$ cat src/rtl/data_path_gen_pkg.sv
// rtl/data_path_gen_pkg.sv - shared opcodes and helpers for the data_path_gen datapath
// Contents: ALU opcode constants, shifter opcode constants, clog2 for parameter sizing.
package data_path_gen_pkg;

  localparam logic [2:0] ALU_ADD   = 3'd0;
  localparam logic [2:0] ALU_SUB   = 3'd1;
  localparam logic [2:0] ALU_AND   = 3'd2;
  localparam logic [2:0] ALU_OR    = 3'd3;
  localparam logic [2:0] ALU_XOR   = 3'd4;
  localparam logic [2:0] ALU_NOT   = 3'd5;
  localparam logic [2:0] ALU_PASSB = 3'd6;
  localparam logic [2:0] ALU_ADC   = 3'd7;

  localparam logic [2:0] SH_NONE = 3'd0;
  localparam logic [2:0] SH_SL0  = 3'd1;
  localparam logic [2:0] SH_SR0  = 3'd2;
  localparam logic [2:0] SH_ROL  = 3'd3;
  localparam logic [2:0] SH_ROR  = 3'd4;
  localparam logic [2:0] SH_SL1  = 3'd5;
  localparam logic [2:0] SH_SR1  = 3'd6;
  localparam logic [2:0] SH_ASR  = 3'd7;

  function automatic int clog2(input int value);
    int r;
    r = 0;
    while ((1 << r) < value) r = r + 1;
    return r;
  endfunction

endpackage

$ cat src/rtl/data_path_gen_stack.sv
// rtl/data_path_gen_stack.sv - hardware return stack with full/empty and sticky error
// Ports: clk, rst (async active-low); push/pop requests; pc value to store;
//        top_next = top-of-stack + 1 (0 + 1 when empty); full, empty, err (sticky).
module data_path_gen_stack
  import data_path_gen_pkg::*;
#(
  parameter int ADDR_W = 11,
  parameter int DEPTH  = 16
) (
  input  logic              clk,
  input  logic              rst,
  input  logic              push,
  input  logic              pop,
  input  logic [ADDR_W-1:0] pc,
  output logic [ADDR_W-1:0] top_next,
  output logic              full,
  output logic              empty,
  output logic              err
);

  localparam int IW = clog2(DEPTH);
  // One extra pointer bit so that 0..DEPTH are all representable.
  localparam int PW = IW + 1;
  localparam logic [PW-1:0] DEPTH_P = PW'(DEPTH);

  logic [ADDR_W-1:0] mem [DEPTH];
  logic [PW-1:0]     ptr;
  logic [IW-1:0]     wr_idx;
  logic [IW-1:0]     top_idx;
  logic              do_write;
  logic              inc;
  logic              dec;
  logic              fault;

  assign empty   = (ptr == '0);
  assign full    = (ptr == DEPTH_P);
  assign top_idx = IW'(ptr - PW'(1));

  always_comb begin
    do_write = 1'b0;
    inc      = 1'b0;
    dec      = 1'b0;
    fault    = 1'b0;
    wr_idx   = ptr[IW-1:0];
    if (push && pop && !empty) begin
      // Simultaneous push/pop replaces the top entry in place.
      do_write = 1'b1;
      wr_idx   = top_idx;
    end else if (push) begin
      if (full) begin
        fault = 1'b1;
      end else begin
        do_write = 1'b1;
        inc      = 1'b1;
      end
    end else if (pop) begin
      if (empty) fault = 1'b1;
      else       dec   = 1'b1;
    end
  end

  always_ff @(posedge clk or negedge rst) begin
    if (!rst) begin
      ptr <= '0;
      err <= 1'b0;
    end else begin
      if (inc)   ptr <= ptr + PW'(1);
      if (dec)   ptr <= ptr - PW'(1);
      if (fault) err <= 1'b1;
    end
  end

  always_ff @(posedge clk) begin
    if (do_write) mem[wr_idx] <= pc;
  end

  assign top_next = (empty ? '0 : mem[top_idx]) + ADDR_W'(1);

endmodule

$ cat src/rtl/data_path_gen.sv
// rtl/data_path_gen.sv - parametrised core datapath: regfile, ALU, shifter, PC, return stack
// Ports: clk, rst (async active-low); data_in/kte/imm operands; regfile controls
//        insel/selk/selimm/we/raa/rab/wa; opalu, sh, ldflag; ldpc/selpc/ninst_addr;
//        wr_en/rd_en stack; irq_take/irq_vec/reti; outputs data_out, inst_addr,
//        stack_addr, zero_o, carry_o, stk_full, stk_empty, stk_err, irq_active.
// Build option: DATA_PATH_GEN_IRQ_EN enables interrupt entry/return with flag shadowing.
module data_path_gen
  import data_path_gen_pkg::*;
#(
  parameter int DATA_W      = 8,
  parameter int ADDR_W      = 11,
  parameter int NREG        = 8,
  parameter int STACK_DEPTH = 16,
  parameter int RESET_VEC   = 0
) (
  input  logic                   clk,
  input  logic                   rst,
  input  logic [DATA_W-1:0]      data_in,
  input  logic [DATA_W-1:0]      kte,
  input  logic [DATA_W-1:0]      imm,
  input  logic                   insel,
  input  logic                   selk,
  input  logic                   selimm,
  input  logic                   we,
  input  logic [clog2(NREG)-1:0] raa,
  input  logic [clog2(NREG)-1:0] rab,
  input  logic [clog2(NREG)-1:0] wa,
  input  logic [2:0]             opalu,
  input  logic [2:0]             sh,
  input  logic                   ldflag,
  input  logic                   ldpc,
  input  logic                   selpc,
  input  logic [ADDR_W-1:0]      ninst_addr,
  input  logic                   wr_en,
  input  logic                   rd_en,
  input  logic                   irq_take,
  input  logic [ADDR_W-1:0]      irq_vec,
  input  logic                   reti,
  output logic [DATA_W-1:0]      data_out,
  output logic [ADDR_W-1:0]      inst_addr,
  output logic [ADDR_W-1:0]      stack_addr,
  output logic                   zero_o,
  output logic                   carry_o,
  output logic                   stk_full,
  output logic                   stk_empty,
  output logic                   stk_err,
  output logic                   irq_active
);

  logic [DATA_W-1:0] regs [NREG];
  logic [DATA_W-1:0] port_a, port_b, alu_b, alu_res, sh_res, wr_data;
  logic [DATA_W:0]   ext;
  logic              alu_z, alu_c;
  logic [ADDR_W-1:0] pc;
  logic              reti_ok, take_ok;
  logic [ADDR_W-1:0] restore_pc;
  logic              restore_z, restore_c;

  // Register file: combinational reads, so a same-cycle write is seen only after the edge.
  assign port_a = regs[raa];
  assign port_b = regs[rab];
  assign alu_b  = selimm ? imm : port_b;

  always_ff @(posedge clk) begin
    if (we) regs[wa] <= wr_data;
  end

  // ALU is one bit wider so carry/borrow fall out of the top bit.
  always_comb begin
    ext = '0;
    case (opalu)
      ALU_ADD:   ext = {1'b0, port_a} + {1'b0, alu_b};
      ALU_SUB:   ext = {1'b0, port_a} - {1'b0, alu_b};
      ALU_AND:   ext = {1'b0, port_a & alu_b};
      ALU_OR:    ext = {1'b0, port_a | alu_b};
      ALU_XOR:   ext = {1'b0, port_a ^ alu_b};
      ALU_NOT:   ext = {1'b0, ~port_a};
      ALU_PASSB: ext = {1'b0, alu_b};
      ALU_ADC:   ext = {1'b0, port_a} + {1'b0, alu_b} + {{DATA_W{1'b0}}, carry_o};
      default:   ext = '0;
    endcase
  end

  assign alu_res = ext[DATA_W-1:0];
  assign alu_c   = ext[DATA_W];
  assign alu_z   = (alu_res == '0);

  always_comb begin
    sh_res = alu_res;
    case (sh)
      SH_SL0:  sh_res = {alu_res[DATA_W-2:0], 1'b0};
      SH_SR0:  sh_res = {1'b0, alu_res[DATA_W-1:1]};
      SH_ROL:  sh_res = {alu_res[DATA_W-2:0], alu_res[DATA_W-1]};
      SH_ROR:  sh_res = {alu_res[0], alu_res[DATA_W-1:1]};
      SH_SL1:  sh_res = {alu_res[DATA_W-2:0], 1'b1};
      SH_SR1:  sh_res = {1'b1, alu_res[DATA_W-1:1]};
      SH_ASR:  sh_res = {alu_res[DATA_W-1], alu_res[DATA_W-1:1]};
      default: sh_res = alu_res;
    endcase
  end

  assign data_out = sh_res;
  assign wr_data  = insel ? sh_res : (selk ? kte : data_in);

`ifdef DATA_PATH_GEN_IRQ_EN
  logic              irq_q;
  logic [ADDR_W-1:0] shadow_pc;
  logic              shadow_z, shadow_c;

  // Entry and return are mutually exclusive by construction (gated on irq_q).
  assign reti_ok = reti & irq_q;
  assign take_ok = irq_take & ~irq_q;

  always_ff @(posedge clk or negedge rst) begin
    if (!rst) begin
      irq_q     <= 1'b0;
      shadow_pc <= '0;
      shadow_z  <= 1'b0;
      shadow_c  <= 1'b0;
    end else if (reti_ok) begin
      irq_q <= 1'b0;
    end else if (take_ok) begin
      irq_q     <= 1'b1;
      shadow_pc <= pc;
      shadow_z  <= zero_o;
      shadow_c  <= carry_o;
    end
  end

  assign restore_pc = shadow_pc;
  assign restore_z  = shadow_z;
  assign restore_c  = shadow_c;
  assign irq_active = irq_q;
`else
  logic unused_irq;
  assign unused_irq = ^{irq_take, reti, irq_vec};
  assign reti_ok    = 1'b0;
  assign take_ok    = 1'b0;
  assign restore_pc = '0;
  assign restore_z  = 1'b0;
  assign restore_c  = 1'b0;
  assign irq_active = 1'b0;
`endif

  always_ff @(posedge clk or negedge rst) begin
    if (!rst) begin
      pc <= ADDR_W'(RESET_VEC);
    end else if (reti_ok) begin
      pc <= restore_pc;
    end else if (take_ok) begin
      pc <= irq_vec;
    end else if (ldpc) begin
      pc <= selpc ? ninst_addr : pc + ADDR_W'(1);
    end
  end

  // Interrupt entry swallows ldflag so the shadow sees the pre-interrupt flags.
  always_ff @(posedge clk or negedge rst) begin
    if (!rst) begin
      zero_o  <= 1'b0;
      carry_o <= 1'b0;
    end else if (reti_ok) begin
      zero_o  <= restore_z;
      carry_o <= restore_c;
    end else if (ldflag && !take_ok) begin
      zero_o  <= alu_z;
      carry_o <= alu_c;
    end
  end

  assign inst_addr = pc;

  data_path_gen_stack #(
    .ADDR_W (ADDR_W),
    .DEPTH  (STACK_DEPTH)
  ) u_stack (
    .clk      (clk),
    .rst      (rst),
    .push     (wr_en),
    .pop      (rd_en),
    .pc       (pc),
    .top_next (stack_addr),
    .full     (stk_full),
    .empty    (stk_empty),
    .err      (stk_err)
  );

endmodule

$ cat config.mk
export PLATFORM = sky130hd
export DESIGN_NAME = data_path_gen
export DESIGN_NICKNAME = d
export VERILOG_FILES = /design/src/rtl/data_path_gen_pkg.sv /design/src/rtl/data_path_gen_stack.sv /design/src/rtl/data_path_gen.sv
export SDC_FILE = /design/constraint.sdc
export NUM_CORES = 1
export LEC_CHECK = 0
export ABC_AREA = 1
export CORE_MARGIN = 2
export CORE_UTILIZATION = 55
export DETAILED_ROUTE_END_ITERATION = 8
export PLACE_DENSITY = 0.8
export SYNTH_ARGS = -nofsm -noshare
export SYNTH_HDL_FRONTEND = slang
export SYNTH_SLANG_ARGS = --single-unit
$ cat constraint.sdc
create_clock -name clk -period 8.17 [get_ports clk]
set_input_delay 2.451 -clock clk [delete_from_list [all_inputs] [get_ports clk]]
set_output_delay 2.451 -clock clk [all_outputs]
set_load 0.1 [all_outputs]
==> results of run 1 <==
==> where the power goes <==
group | switching [uW] | leakage [uW] | internal, uW | total (uW)
combinational | 2950 | 0.00438 | 1320 | 4270
sequential | 100 | 0.00241 | 1640 | 1740
clock | 520 | 0.000453 | 786 | 1310
==> layer usage <==
layer	vias up	global-route usage	wire, um
li1	5698	-	-
met1	5687	0.351	14700
met2	606	0.542	20200
met3	143	0.0348	2800
met4	0	0.124	1800
met5	-	0	0
==> cell usage in the layout, fill, tap and decap left out, types with 43 or more instances in the layout <==
cell type,Yosys,final
sky130_fd_sc_hd__o21ai_0,82,76
sky130_fd_sc_hd__nand3_1,195,185
sky130_fd_sc_hd__o211ai_1,43,43
sky130_fd_sc_hd__nor2_1,129,124
sky130_fd_sc_hd__buf_4,2,143
sky130_fd_sc_hd__clkdlybuf4s50_1,0,70
sky130_fd_sc_hd__edfxtp_1,240,240
sky130_fd_sc_hd__a21oi_1,82,77
sky130_fd_sc_hd__nand2_1,404,390
sky130_fd_sc_hd__inv_1,138,128
==> path summary, 6_finish.rpt <==
kind                                             from                          end  slack [ns]  cells after the start
max                                            raa[2]                  data_out[7]        0.16                     21
min                           u_stack.err$_DFFE_PN0P_      u_stack.err$_DFFE_PN0P_        0.49                      1
max reg2reg                u_stack.ptr[0]$_DFFE_PN0P_  u_stack.mem[1][7]$_DFFE_PP_        4.16                      7
min reg2reg                   u_stack.err$_DFFE_PN0P_      u_stack.err$_DFFE_PN0P_        0.49                      1
max in group asynchronous                         rst   u_stack.ptr[0]$_DFFE_PN0P_        4.99                      1
min in group asynchronous                         rst      u_stack.err$_DFFE_PN0P_        2.47                      1
==> registers in the layout, indices dropped and copies added (netlist names) <==
signal / flops
carry_o: 1
zero_o: 1
u_stack.ptr: 5
u_stack.err: 1
regs: 64
inst_addr: 11
u_stack.mem: 176
==> cell type report <==
type | instances | area [sq um] | share of cell area
tap | 330 | 413 | 0.0236
inverter | 150 | 571 | 0.0326
multi-input combinational | 1070 | 5580 | 0.319
clock inverter | 12 | 188 | 0.0107
timing repair buffer | 244 | 2310 | 0.132
sequential | 259 | 7680 | 0.439
clock buffer | 38 | 767 | 0.0438
==> metrics by stage <==
stage	std cells	setup slack, ns
after global placement	2032	-0.365
final	2103	0.155
after floorplan	1547	-0.328
after CTS	2100	0.0110
after global routing	2103	-0.0614
after detailed placement	2032	-0.385
==> cell families (layout without fill, tap and decap cells) <==
| logic type | count (synthesis) | in the layout | share of synthesized area |
|---|---|---|---|
| other | 1 | 1 | 0.000270 |
| buffers and inverters | 218 | 444 | 0.0632 |
| AOI/OAI and AO/OA | 249 | 249 | 0.105 |
| adders and majority gates | 37 | 37 | 0.0344 |
| and+or+nand+nor | 767 | 767 | 0.234 |
| DFF | 259 | 259 | 0.552 |
| xor gates and xnor gates | 16 | 16 | 0.0112 |
==> what timing repair did <==
action / in CTS / in global routing
buffers inserted: 18 / 3
pin swaps: 9 / 21
setup endpoints to repair: 8 / 8
gates resized for setup: 22 / 51
==> results.yml, run 1 <==
setup_path:
  critical_path.n_buffers_inverters: 6
  setup.worst_path.end_class: "output pin"
  cp_top_family: "simple AND/OR/NAND/NOR gates"
  worst-endpoint-arrival_ns: 5.56
  critical_path_fanouts_max: 4
  crit_chain: "clkdlybuf4s50_1 -> inv_1 -> nand3_1 -> nand2_2 -> ha_4 -> inv_2 -> fa_2 -> inv_2 -> nand2_2 -> nor2_4 -> nand3_2 -> nor2_2 -> nand2_1 -> nor2_1 -> nand2_1 -> nand3_1 -> nand3_2 -> buf_4 -> nand3_1 -> nand3_2 -> buf_12"
  worst-endpoint-required_ns: 5.72
  critical_path.max_stage_delay_ns: 0.59
  critical_path_class: "in2out"
  slowest_stage: "sky130_fd_sc_hd__clkdlybuf4s50_1"
  critPathLaunchType: "input pin"
layout:
  drive_gt1_frac: 0.171
  fillers: 1804
  diodes: 0
  postLayoutCoreUtil: 0.699
  number_of_nets_in_the_final_layout: 1863
  area_growth_pct: 25.9
  layout.cell_area.non_filler_sq_mm: 0.0175
pwr:
  irDropWorstVdd_v: 0.00117
  power.leakage_uw: 0.00724
  p_per_cell_area_mw_per_mm2: 418
  power.total_uw: 7320
sta:
  finalCriticalPeriod_ns: 8.01
  finalSetupTns_ns: 0
  fin_hold_ws_ns: 0.485
  timing_max_transition_violations_final: 0
  timing.final.setup_violations: 0
  timing.final.hold_violations: 0
  fin_crit_sh: 0.981
  worst_clock_skew_ns: 0.0188
  grt_setup_unrepaired: "yes"
  tightest_slew_ns: 1.22
  maxSlewHeadroom: 0.182
  max_clock_freq_mhz: 125
synthesis:
  count_of_distinct_cell_types_in_the_synthesized_netlist: 48
  asyncSetResetFlopFracSynth: 0.0734
  post-synth-top-area-fraction: 0.518
  synth.cell_area_sq_mm: 0.0139
  synth-edff-count: 240
  yosysTopAreaCell: "sky130_fd_sc_hd__edfxtp_1"
  synth.most_common_cell: "sky130_fd_sc_hd__nand2_1"
  synth_seq_cells: 259
  syn_area_cell_sq_um: 8.99
  synthesis_warning_total: 0
  post_synth_main_area_contributors: "sky130_fd_sc_hd__edfxtp_1, sky130_fd_sc_hd__nand2_1, sky130_fd_sc_hd__nand3_1"
  syn-num-nets: 1658
  synthTopCellsByCount: "sky130_fd_sc_hd__nand2_1, sky130_fd_sc_hd__edfxtp_1, sky130_fd_sc_hd__nand3_1"
  synth-main-ff-cell: "sky130_fd_sc_hd__edfxtp_1"
  synth_seq_area_share: 0.552
  syn_inst: 1547
placement:
  place_congestion: 0.967
  place.detailed.hpwl_mm: 26.3
  buffer_ports.inserted: 95
  place_area_sq_mm: 0.0162
job:
  drv_cap: 0
floorplanning:
  rows: 58
  coreArea_sq_mm: 0.0250
  number_of_i_o_pins: 110
  die-area_sq_mm: 0.0266
  dieWidth_um: 163
  initial_core_utilization: 0.556
  fp.dieH_um: 163
clocking:
  hold_buffers: 0
  clock_insertion_delay_worst_skew_ns: 0.56
  htree_num_levels: 1
  tritoncts_num_sinks: 259
  cts-root-to-sink-buffers: 3
  tritoncts.num_buffers: 27
  clk_root_buffer_cell: "sky130_fd_sc_hd__clkbuf_16"
  worst_setup_hold_path_clk_slew_ns: 0.07
  tritoncts: "done"
hold_path:
  hold_path.class: "reg2reg"
grt:
  grt_start_max_net_pins: 89
  antenna_found_initial: 0
  first_pass_grt_wire_length_mm: 60.8
  globalRouteOverflowTotal: 0
  groute.usage.overall: 0.295
  number_of_global_route_vias_before_repair: 11700
drt:
  drcViolationCount: 0
  avgRoutedWirePerCell_um: 18.8
  vias: 12100
  postRouteAntennaNets: 0
  drt_iter0_markers: 1173
  initial_drt_pass_iterations: 5
  drt-total-wl_mm: 39.5
  avgViaCountPerCell: 5.77
run_status:
  run_status: "finished clean"
Power figures use the tool's default switching activity.
==> run 2, diff against run 1 <==
--- a/config.mk
+++ b/config.mk
@@ -9,7 +9,8 @@
 export CORE_MARGIN = 2
 export CORE_UTILIZATION = 55
 export DETAILED_ROUTE_END_ITERATION = 8
-export PLACE_DENSITY = 0.8
+export DONT_BUFFER_PORTS = 1
+export PLACE_DENSITY = 0.74
 export SYNTH_ARGS = -nofsm -noshare
 export SYNTH_HDL_FRONTEND = slang
 export SYNTH_SLANG_ARGS = --single-unit
==> run 2 against run 1 <==
- register-to-register slack lost 0.30 ns
- cell count shrank 9.2%
- final area shrank 11%
- hold slack gained 0.092 ns
- clock-buffer cell count shrank 7
- critical path type unchanged
- power shrank 4.4%
- first-iteration DRC count shrank 8.1%
- global-route usage shrank 2.6 points
- critical path depth grew 1
==> results.yml, run 2 (same netlist as run 1, synthesis figures left out) <==
floorplanning:
  fp.dieH_um: 163
  rows: 58
  die-area_sq_mm: 0.0266
  coreArea_sq_mm: 0.0250
  number_of_i_o_pins: 110
  dieWidth_um: 163
  initial_core_utilization: 0.556
grt:
  first_pass_grt_wire_length_mm: 55.3
  number_of_global_route_vias_before_repair: 10600
  groute.usage.overall: 0.269
  globalRouteOverflowTotal: 0
  grt_start_max_net_pins: 95
  antenna_found_initial: 2
pwr:
  p_per_cell_area_mw_per_mm2: 449
  irDropWorstVdd_v: 0.00120
  power.leakage_uw: 0.00627
  power.total_uw: 7000
drt:
  initial_drt_pass_iterations: 8
  vias: 11200
  avgRoutedWirePerCell_um: 18.8
  postRouteAntennaNets: 0
  avgViaCountPerCell: 5.84
  drcViolationCount: 0
  drt-total-wl_mm: 35.9
  drt_iter0_markers: 1078
setup_path:
  critical_path_class: "in2out"
  setup.worst_path.end_class: "output pin"
  worst-endpoint-required_ns: 5.72
  worst-endpoint-arrival_ns: 5.50
  critPathLaunchType: "input pin"
  critical_path_fanouts_max: 50
placement:
  place_congestion: 0.933
  buffer_ports.inserted: 0
  place_area_sq_mm: 0.0147
  place.detailed.hpwl_mm: 24.1
clocking:
  tritoncts: "done"
  htree_num_levels: 1
  worst_setup_hold_path_clk_slew_ns: 0.06
  tritoncts_num_sinks: 259
  clk_root_buffer_cell: "sky130_fd_sc_hd__clkbuf_16"
  tritoncts.num_buffers: 27
  cts-root-to-sink-buffers: 3
  clock_insertion_delay_worst_skew_ns: 0.54
  hold_buffers: 0
sta:
  timing_max_transition_violations_final: 0
  max_clock_freq_mhz: 126
  tightest_slew_ns: 1.20
  timing.final.setup_violations: 0
  worst_clock_skew_ns: 0.0243
  finalCriticalPeriod_ns: 7.95
  timing.final.hold_violations: 0
  fin_hold_ws_ns: 0.577
  maxSlewHeadroom: 0.197
  grt_setup_unrepaired: "yes"
  fin_crit_sh: 0.973
layout:
  layout.cells.most_common_list: "sky130_fd_sc_hd__nand2_1, sky130_fd_sc_hd__edfxtp_1, sky130_fd_sc_hd__nand3_1"
  layout.cell_area.non_filler_sq_mm: 0.0156
  fillers: 2037
  final_common_cell: "sky130_fd_sc_hd__nand2_1"
  registers.top_by_ff_count: "u_stack.mem"
  number_of_nets_in_the_final_layout: 1668
  largest_register_ffs: 176
  drive_gt1_frac: 0.0982
  area_growth_pct: 12.0
hold_path:
  hold_path.class: "reg2reg"
job:
  drv_cap: 0
run_status:
  run_status: "finished clean"
==> run 2: cell type report <==
class,count,area (sq um),area share
antenna,2,5.00,0.000321
clock buffer,31,701,0.0450
clock inverter,19,169,0.0108
inverter,150,572,0.0367
multi-input combinational,1070,5470,0.351
sequential,259,7680,0.493
tap,330,413,0.0265
timing repair buffer,49,561,0.0360
==> run 2: worst paths after layout <==
kind / endpoint / startpoint / slack, ns / cells after the start
hold / removal: inst_addr[10]$_DFFE_PN0P_ / inst_addr[10]$_DFFE_PN0P_ / 0.58 / 2
setup / recovery: data_out[5] / raa[0] / 0.22 / 22
hold reg to reg: inst_addr[10]$_DFFE_PN0P_ / inst_addr[10]$_DFFE_PN0P_ / 0.58 / 2
max in group asynchronous: inst_addr[9]$_DFFE_PN0P_ / rst / 6.46 / 0
min in group asynchronous: inst_addr[3]$_DFFE_PN0P_ / rst / 1.60 / 0
setup reg to reg: u_stack.mem[15][9]$_DFFE_PP_ / u_stack.ptr[0]$_DFFE_PN0P_ / 3.86 / 12
==> run 2: critical path: stages <==
cell	delay (ns)
sky130_fd_sc_hd__inv_2	0.23
sky130_fd_sc_hd__nand2_1	0.11
sky130_fd_sc_hd__o211ai_1	0.11
sky130_fd_sc_hd__nand3_1	0.16
sky130_fd_sc_hd__nand2_2	0.14
sky130_fd_sc_hd__ha_4	0.15
sky130_fd_sc_hd__inv_2	0.04
sky130_fd_sc_hd__fa_1	0.50
sky130_fd_sc_hd__inv_1	0.10
sky130_fd_sc_hd__ha_1	0.15
sky130_fd_sc_hd__inv_1	0.05
sky130_fd_sc_hd__nor2_2	0.12
sky130_fd_sc_hd__nand2_1	0.08
sky130_fd_sc_hd__nor2_1	0.13
sky130_fd_sc_hd__nand2_1	0.09
sky130_fd_sc_hd__nand2_1	0.06
sky130_fd_sc_hd__nand3_1	0.07
sky130_fd_sc_hd__nand2_1	0.09
sky130_fd_sc_hd__nand2_1	0.09
sky130_fd_sc_hd__o21ai_2	0.18
sky130_fd_sc_hd__and2_1	0.20
sky130_fd_sc_hd__buf_12	0.18
==> run 2: metrics by stage <==
| step | instances | setup WS, ns | util | TNS (ns) |
|---|---|---|---|---|
| 3_3_place_gp | 1858 | 0.171 | 0.586 | 0 |
| 6_report | 1910 | 0.223 | 0.622 | 0 |
| 3_5_place_dp | 1858 | 0.134 | 0.586 | 0 |
| 5_1_grt | 1908 | -0.00437 | 0.622 | -0.00437 |
| 2_1_floorplan | 1547 | -0.328 | - | -0.571 |
| 4_1_cts | 1908 | 0.108 | 0.621 | 0 |
==> run 2: report_power, final <==
group / total, uW / switching, uW / leakage, uW / internal [uW]
clock: 1190 / 508 / 0.000423 / 684
combinational: 4090 / 2880 / 0.00344 / 1210
sequential: 1710 / 72.4 / 0.00241 / 1640
==> run 2: timing repair <==
action,CTS,global route
setup buffers,0,0
endpoints found under the setup margin,0,5
resized for setup,0,9
==> run 2: layer usage <==
metal	routed length, um	track usage	vias to the layer above	share of wire
met1	14000	0.332	5267	0.39
li1	-	-	5299	-
met5	12	0	-	0.00033
met4	1000	0.0825	2	0.028
met2	18200	0.486	507	0.51
met3	2710	0.0439	85	0.075
==> run 3, diff against run 2 <==
--- a/config.mk
+++ b/config.mk
@@ -6,7 +6,7 @@
 export NUM_CORES = 1
 export LEC_CHECK = 0
 export ABC_AREA = 1
-export CORE_MARGIN = 2
+export CORE_ASPECT_RATIO = 0.7
 export CORE_UTILIZATION = 55
 export DETAILED_ROUTE_END_ITERATION = 8
 export DONT_BUFFER_PORTS = 1
==> constraint.sdc (replaced) <==
create_clock -name clk -period 9.9 [get_ports clk]
set_input_delay 2.97 -clock clk [delete_from_list [all_inputs] [get_ports clk]]
set_output_delay 2.97 -clock clk [all_outputs]
set_load 0.1 [all_outputs]
==> run 3 against run 2 <==
- clock power decreased by 20%
- clock-buffer cell count rose by 6
- global-route usage rose by 2.2 points
- critical endpoint unchanged
==> results.yml, run 3 (same netlist as run 1, synthesis figures left out) <==
setup_path:
  crit_chain: "clkinv_1 -> nand2_1 -> o211ai_1 -> nand3_1 -> nand3_1 -> nand2_1 -> ha_1 -> inv_1 -> fa_1 -> inv_1 -> ha_1 -> inv_1 -> nor2_1 -> nand2_1 -> nor2_1 -> nand2_1 -> nand2_1 -> nand3_1 -> nand2_1 -> nand2_1 -> o21ai_1 -> and2_1 -> buf_4"
  slowest_stage: "sky130_fd_sc_hd__fa_1"
  worst-endpoint-required_ns: 6.93
  critical_path_fanouts_max: 55
  path_common_cell: "sky130_fd_sc_hd__nand2_1"
  worst-endpoint-arrival_ns: 6.57
  setup.worst_path.end_class: "output pin"
  critical_path.n_buffers_inverters: 5
  critical_path.max_stage_delay_ns: 0.51
  critPathLaunchType: "input pin"
  cp_top_family: "simple AND/OR/NAND/NOR gates"
  critical_path_class: "in2out"
sta:
  maxSlewHeadroom: 0.131
  grt_setup_unrepaired: "no"
  worst_clock_skew_ns: 0.0106
  finalSetupTns_ns: 0
  tightest_slew_ns: 1.30
  max_clock_freq_mhz: 105
  fin_hold_ws_ns: 0.553
  timing.final.setup_violations: 0
  finalCriticalPeriod_ns: 9.54
  timing.final.hold_violations: 0
  fin_crit_sh: 0.963
  timing_max_transition_violations_final: 0
grt:
  first_pass_grt_wire_length_mm: 57.2
  number_of_global_route_vias_before_repair: 10300
  grt_start_max_net_pins: 76
  antenna_found_initial: 0
  groute.usage.overall: 0.291
  globalRouteOverflowTotal: 0
clocking:
  tritoncts: "done"
  clock_insertion_delay_worst_skew_ns: 0.53
  htree_num_levels: 1
  cts-root-to-sink-buffers: 3
  post-cts-setup-buffers: 0
  tritoncts_num_sinks: 259
  clk_root_buffer_cell: "sky130_fd_sc_hd__clkbuf_16"
  tritoncts.num_buffers: 26
  worst_setup_hold_path_clk_slew_ns: 0.06
  hold_buffers: 0
  ctsResizeCount: 0
drt:
  postRouteAntennaNets: 0
  initial_drt_pass_iterations: 6
  avgRoutedWirePerCell_um: 19.6
  drt-total-wl_mm: 37.2
  drt_iter0_markers: 1393
  vias: 11200
  drcViolationCount: 0
  avgViaCountPerCell: 5.91
floorplanning:
  number_of_i_o_pins: 110
  coreArea_sq_mm: 0.0247
  fp.dieH_um: 135
  die-area_sq_mm: 0.0259
  initial_core_utilization: 0.562
  rows: 48
  dieWidth_um: 192
placement:
  place_congestion: 0.911
  buffer_ports.inserted: 0
  place.detailed.hpwl_mm: 24.9
layout:
  largest_register_ffs: 176
  diodes: 0
  area_growth_pct: 9.99
  registers.top_by_ff_count: "u_stack.mem"
  layout.cells.most_common_list: "sky130_fd_sc_hd__nand2_1, sky130_fd_sc_hd__edfxtp_1, sky130_fd_sc_hd__nand3_1"
  final_common_cell: "sky130_fd_sc_hd__nand2_1"
  number_of_nets_in_the_final_layout: 1664
  drive_gt1_frac: 0.0788
pwr:
  power.switching_fraction: 0.515
  p_per_cell_area_mw_per_mm2: 360
  combPwrFrac: 0.568
  irDropWorstVdd_v: 0.000961
  power_frac_clock: 0.173
  power.sequential.fraction: 0.260
  switchingPower_uw: 2840
  internal_power_uw: 2670
  power.leakage_uw: 0.00618
hold_path:
  hold_path.class: "reg2reg"
job:
  drv_cap: 0
run_status:
  run_status: "finished clean"
[run 3: cell count changes in the layout (fill, tap and decap cells not counted), moves of 3 or more]
| cell | previous run | this run |
|---|---|---|
| sky130_fd_sc_hd__inv_1 | 134 | 138 |
| sky130_fd_sc_hd__nand2_1 | 401 | 404 |
| sky130_fd_sc_hd__nand2_2 | 5 | 2 |
| sky130_fd_sc_hd__inv_2 | 14 | 11 |
| sky130_fd_sc_hd__clkinv_2 | 8 | 4 |
| sky130_fd_sc_hd__buf_12 | 12 | 3 |
| sky130_fd_sc_hd__buf_4 | 34 | 41 |
| sky130_fd_sc_hd__ha_2 | 4 | 1 |
| sky130_fd_sc_hd__clkbuf_1 | 3 | 9 |
| sky130_fd_sc_hd__clkinvlp_4 | 5 | 1 |
| sky130_fd_sc_hd__clkinv_1 | 1 | 4 |
| sky130_fd_sc_hd__ha_1 | 30 | 34 |
[run 3: layer usage]
layer	vias to the layer above	part of all wire	GRT usage
li1	5289	-	-
met1	5288	0.44	0.448
met2	578	0.41	0.407
met3	57	0.13	0.0746
met4	0	0.020	0.0704
met5	-	0	0
[run 3: area by class of cell]
class                      count  area, sq um
fill                        2060         9440
sequential                   259         7680
multi-input combinational   1070         5420
clock buffer                  37          723
inverter                     150          563
timing repair buffer          46          418
tap                          325          407
clock inverter                11         88.8
[run 3: worst paths after layout]
check                                                start                           end  slack (ns)  cells past startpoint
worst min register to register   inst_addr[10]$_DFFE_PN0P_     inst_addr[10]$_DFFE_PN0P_        0.55                      2
worst max register to register  u_stack.ptr[0]$_DFFE_PN0P_  u_stack.mem[10][4]$_DFFE_PP_        5.32                     13
worst min-delay path             inst_addr[10]$_DFFE_PN0P_     inst_addr[10]$_DFFE_PN0P_        0.55                      2
min in group asynchronous                              rst            zero_o$_DFFE_PN0P_        2.13                      0
max in group asynchronous                              rst      inst_addr[4]$_DFFE_PN0P_        7.68                      0
worst max-delay path                                rab[0]                   data_out[5]        0.36                     23
[run 3: power by group through the flow]
stage / Combinational [uW] / Sequential (uW) / Clock [uW]
floorplan: 2270 / 1470 / 0
global placement: 3060 / 1450 / 0
detailed placement: 3100 / 1460 / 0
CTS: 3110 / 1430 / 963
global route: 3320 / 1440 / 1000
finish: 3130 / 1430 / 952
[run 3: metrics by stage]
| stage | cell area [sq um] | power (uW) | utilization | worst slack [ns] | std cells |
|---|---|---|---|---|---|
| 2_1_floorplan | 13900 | 3750 | - | 0.108 | 1547 |
| 4_1_cts | 15300 | 5510 | 0.618 | 0.466 | 1898 |
| 5_1_grt | 15300 | 5760 | 0.618 | 0.0887 | 1898 |
| 3_3_place_gp | 14500 | 4510 | 0.586 | 0.590 | 1850 |
| 3_5_place_dp | 14500 | 4550 | 0.586 | 0.501 | 1850 |
| 6_report | 15300 | 5510 | 0.618 | 0.362 | 1898 |
[run 3: worst register-to-register path, cell delays in order (launching register included)]
cell                      delay, ns
sky130_fd_sc_hd__dfrtp_2       0.63
sky130_fd_sc_hd__inv_2         0.33
sky130_fd_sc_hd__ha_2          0.24
sky130_fd_sc_hd__nand2_1       0.12
sky130_fd_sc_hd__nor2_4        0.66
sky130_fd_sc_hd__inv_2         0.27
sky130_fd_sc_hd__nand2_1       0.19
sky130_fd_sc_hd__inv_2         0.05
sky130_fd_sc_hd__nand2_2       0.13
sky130_fd_sc_hd__xor2_1        0.25
sky130_fd_sc_hd__inv_1         0.11
sky130_fd_sc_hd__nor2_1        0.09
sky130_fd_sc_hd__nand2_1       0.11
sky130_fd_sc_hd__nor2_1        0.99
